## src/rtl/mac_sat_ctrl.sv

```systemverilog
// mac_sat_ctrl: sequences a programmed-length Q17.14 x Q1.14 saturating MAC job and emits a saturated Q17.14 result
//   i_clk, i_rst_n        clock, async active-low reset
//   i_start, i_len        job start pulse and beat count (sampled in IDLE)
//   i_valid/o_ready       operand handshake, i_a (Q17.14) and i_b (Q1.14)
//   o_valid/i_ready       result handshake, o_data (Q17.14) and o_sat (job saturated)
//   o_busy                high whenever not IDLE
module mac_sat_ctrl #(
  parameter int LEN_W = 8
) (
  input  logic             i_clk,
  input  logic             i_rst_n,
  input  logic             i_start,
  input  logic [LEN_W-1:0] i_len,
  input  logic             i_valid,
  output logic             o_ready,
  input  logic [31:0]      i_a,
  input  logic [15:0]      i_b,
  output logic             o_valid,
  input  logic             i_ready,
  output logic [31:0]      o_data,
  output logic             o_sat,
  output logic             o_busy
);
  typedef enum logic [1:0] {IDLE, ACC, OUT} state_t;
  state_t state, state_nx;
  logic [47:0] acc, acc_sum;
  logic [LEN_W-1:0] count;
  logic sat, sat_nx;
  logic signed [47:0] prod;
  logic [48:0] sum;
  logic ovf, beat, last, cvt_ok;
  logic [31:0] cvt_data;
  assign prod = $signed({{16{i_a[31]}}, i_a}) * $signed({{32{i_b[15]}}, i_b});
  assign sum = {acc[47], acc} + {prod[47], prod};
  // a 49-bit sum outside 48-bit range shows up as differing top two bits
  assign ovf = sum[48] ^ sum[47];
  assign acc_sum = ovf ? (sum[48] ? 48'h8000_0000_0000 : 48'h7FFF_FFFF_FFFF) : sum[47:0];
  assign o_ready = state == ACC;
  assign o_valid = state == OUT;
  assign o_busy = state != IDLE;
  assign beat = i_valid && o_ready;
  assign last = beat && count == LEN_W'(1);
  // result fits Q17.14 only when the bits above bit 45 are pure sign extension
  assign cvt_ok = acc_sum[47:45] == 3'b000 || acc_sum[47:45] == 3'b111;
  assign cvt_data = cvt_ok ? acc_sum[45:14] : (acc_sum[47] ? 32'h8000_0000 : 32'h7FFF_FFFF);
  assign sat_nx = sat | ovf | (last & ~cvt_ok);
  always_ff @(posedge i_clk or negedge i_rst_n)
    if (!i_rst_n) state <= IDLE;
    else state <= state_nx;
  always_comb begin
    state_nx = state;
    case (state)
      IDLE: state_nx = i_start ? (i_len == '0 ? OUT : ACC) : IDLE;
      ACC:  state_nx = last ? OUT : ACC;
      OUT:  state_nx = i_ready ? IDLE : OUT;
      default: state_nx = IDLE;
    endcase
  end
  always_ff @(posedge i_clk or negedge i_rst_n)
    if (!i_rst_n) begin
      acc <= '0;
      count <= '0;
      sat <= 1'b0;
      o_data <= '0;
      o_sat <= 1'b0;
    end else if (state == IDLE && i_start) begin
      acc <= '0;
      sat <= 1'b0;
      count <= i_len;
      if (i_len == '0) begin
        o_data <= '0;
        o_sat <= 1'b0;
      end
    end else if (beat) begin
      acc <= acc_sum;
      sat <= sat_nx;
      count <= count - LEN_W'(1);
      if (last) begin
        o_data <= cvt_data;
        o_sat <= sat_nx;
      end
    end
endmodule

```

## config.mk

```make
export PLATFORM = sky130hd
export DESIGN_NAME = mac_sat_ctrl
export DESIGN_NICKNAME = d
export VERILOG_FILES = /design/src/rtl/mac_sat_ctrl.sv
export SDC_FILE = /design/constraint.sdc
export NUM_CORES = 2
export LEC_CHECK = 0
export ABC_CLOCK_PERIOD_IN_PS = 13300
export CAP_MARGIN = 5
export CORE_UTILIZATION = 35
export CTS_CLUSTER_SIZE = 10
export DETAILED_ROUTE_END_ITERATION = 6
export GPL_TIMING_DRIVEN = 0
export PLACE_DENSITY_LB_ADDON = 0.08
export SLEW_MARGIN = 25
export SYNTH_ARGS = -nofsm -noshare
export SYNTH_HDL_FRONTEND = slang
export SYNTH_SLANG_ARGS = --single-unit
```

## constraint.sdc

```tcl
create_clock -name i_clk -period 13.3 [get_ports i_clk]
set_input_delay 3.325 -clock i_clk [delete_from_list [all_inputs] [get_ports i_clk]]
set_output_delay 3.325 -clock i_clk [all_outputs]
set_load 0.05 [all_outputs]
```

==> impl_results.md <==
* Status: complete, no violations
* Root Buffer: clkbuf_16
* Type of the worst setup path: input pin to flip-flop
* Mapped Nets at 3393
* Post-CTS setup buffers at 0
* Drt pass-1 iters at 5
* Critical path peak fanout at 11
* Placer Congestion at 0.863
* Startpoint type of the worst setup path: input pin
* IO Port Bufs at 96
* Reg-to-Reg End: o_data[24]$_DFFE_PN0P_
* HP Class: flip-flop to flip-flop
* Clock Skew at 0.0146 ns
* Cells after synthesis at 2658
* Fill count at 6907
* RSZ-0062 raised after global routing: false
* Sequential area share after synthesis at 9.62%
* Fmax at 0.0843 GHz
* Initial antenna violation count at 7
* Starting DRT DRC Count at 1100
* Via-to-Cell Ratio at 4.98
* R2R setup slack at 6.61 ns
* Syn avg cell area at 9.01 um2
* Slowest-stage cell, CP: clkbuf_1
* Worst-path clk slew at 0.07 ns
* Core ar. at 67400 um2
* Final Max Tran Viols at 0
* Synthesized area at 23900 um2
* CTS sink count at 92
* Synth Flop Type: dfrtp_1
* IO Pins at 97
* Clk buf depth at 2
* Hold Crit Start: state[1]$_DFF_PN0_
* Post-route ant nets at 0
* Worst hold endpoint: state[0]$_DFF_PN0_
* Minimum clock period at 11.86 ns
* Htree depth at 3
* Die footprint at 69400 um2
* Setup TNS at 0 ns
* GRT Residual Overflow at 0
* Nets at 3501
* Uppermost routed layer: met5
* Max-cap violations at 0
* PostCTS Resize Cnt at 0
* Fraction of layout cells with a size suffix above 1 at 2.92%
* Vias in the first global route at 19600
* Largest net degree at the start of global routing at 50
* Total CTS buffers at 9
* Die span in y at 264 um
* Final Hold Fails at 0
* Max stage delay on crit path at 0.90 ns
* Crit path capture type: flip-flop
* Met3 routed WL at 3.86 mm
* # rows at 95
* Worst reg2reg path depth at 23
* Reg-to-Reg Start: acc[15]$_DFFE_PN0P_
* Synth Warn # at 0
* Area Growth Syn to Fin at 9.98%
* First-pass GRT wire length at 125 mm
* Via count at 18100
* Starting Density at 35.5%
* WL met1 at 34.8 mm
* Actual slew at the worst max-slew pin at 1.16 ns
* Hold Crit Depth at 1
* Setup Viol. Count Final at 0
* Final wirelength at 81.4 mm
* Detailed-route DRC error count at 0
* List of most frequent post-synthesis cells: inv_1, fa_1, nand2_1
* Post-synth ARST share at 100%
* Routed WL per cell at 22.3 um
* Most frequent cell after synthesis: inv_1
* EDFF count, synth at 0
* Clk_lat worst skew at 0.36 ns
* Met2 WL at 40.0 mm
* Worst path arrival time at 12.09 ns
* Chip width at 264 um
* GRT Total Usage at 24.3%
* CP most frequent cell: fa_1
* Synth top area share at 45.1%
* CTS tree: done
* Yosys reg bits at 92
* Slew HR at 22.6%
* Main area contributors after synthesis: fa_1, dfrtp_1, inv_1
* # hold bufs at CTS at 0
* Period utilisation layout at 89.2%
* Distinct cells, synth at 80
* CP Data Required Time at 13.53 ns
* Synth area leader: fa_1
* Hpwl dp at 71.0 mm
-- cells in the final DEF, fill, tap and decap left out, types with 14 or more instances in the layout --
cell type	instances
inv_1	608
fa_1	539
nand2_1	415
and2_1	194
ha_1	135
clkbuf_1	108
clkdlybuf4s50_1	95
dfrtp_1	92
a21oi_1	86
nor2_1	81
o21ai_0	52
o21ai_1	48
xnor2_1	41
a21o_1	22
xor2_1	17
buf_2	16
nand4_1	14
-- worst max-delay path: cells and delay by family --
kind	cells	cell delay, ns
AO/OA/AOI/OAI	6	1.00
XOR/XNOR	1	0.23
adder cells (fa/ha/maj)	7	3.66
buffers and inverters	8	2.70
AND/OR/NAND/NOR	4	1.19
-- stage by stage --
stage	setup slack [ns]	cell area, um2	utilization [%]	std cells	hold slack (ns)
finish	1.44	26300	39.1	3646	0.474
global route	0.991	26300	39.1	3644	0.502
CTS	1.50	26300	39.1	3644	0.475
detailed placement	1.17	26000	38.6	3628	0.466
global placement	0.872	26000	38.6	3627	0.474
floorplan	3.63	23900	-	2658	0.447
-- sequential cells by signal (all words and copies together) (netlist names) --
register / cells
count: 8
state: 2
sat: 1
acc: 48
o_sat: 1
o_data: 32
-- worst max path at each step --
| stage | depth (start not counted) | end | from |
|---|---|---|---|
| floorplan | 25 | o_data[21]$_DFFE_PN0P_ | i_a[31] |
| global placement | 26 | o_data[23]$_DFFE_PN0P_ | i_b[10] |
| detailed placement | 26 | acc[8]$_DFFE_PN0P_ | i_b[15] |
| CTS | 24 | acc[8]$_DFFE_PN0P_ | i_b[1] |
| global route | 25 | acc[4]$_DFFE_PN0P_ | i_b[1] |
| finish | 26 | o_data[24]$_DFFE_PN0P_ | i_b[1] |
-- per-layer routing --
layer  track usage [%]  vias to the layer above
met4              7.06                        2
met2              41.1                      483
met3              2.68                       97
met1              32.7                     9427
li1                  -                     8136
met5                 0                        -
-- cell families (layout without fill, tap and decap cells) --
kind of cell               Yosys count  count (layout)  share of synthesized area (%)
and+or+nand+nor                    765             765                           15.0
buffers and inverters              748             861                           12.1
adders and majority gates          685             685                           52.6
AOI/OAI and AO/OA                  309             309                           8.50
DFF                                 92              92                           9.62
xor gates and xnor gates            59              59                           2.19
other                                0               2                              0
-- cell type report --
cell class | instances | area [um2] | area share (%)
antenna | 2 | 5.00 | 0.0190
clock inverter | 5 | 57.6 | 0.219
timing repair buffer | 97 | 990 | 3.76
buffer | 140 | 613 | 2.33
clock buffer | 11 | 243 | 0.922
tap | 873 | 1090 | 4.15
sequential | 92 | 2300 | 8.74
multi-input combinational | 1818 | 18700 | 71.2
inverter | 608 | 2280 | 8.67
Power is left out: the tool's default activity adds up to more than one toggle a clock period on the data nets, which glitch-free logic cannot reach.
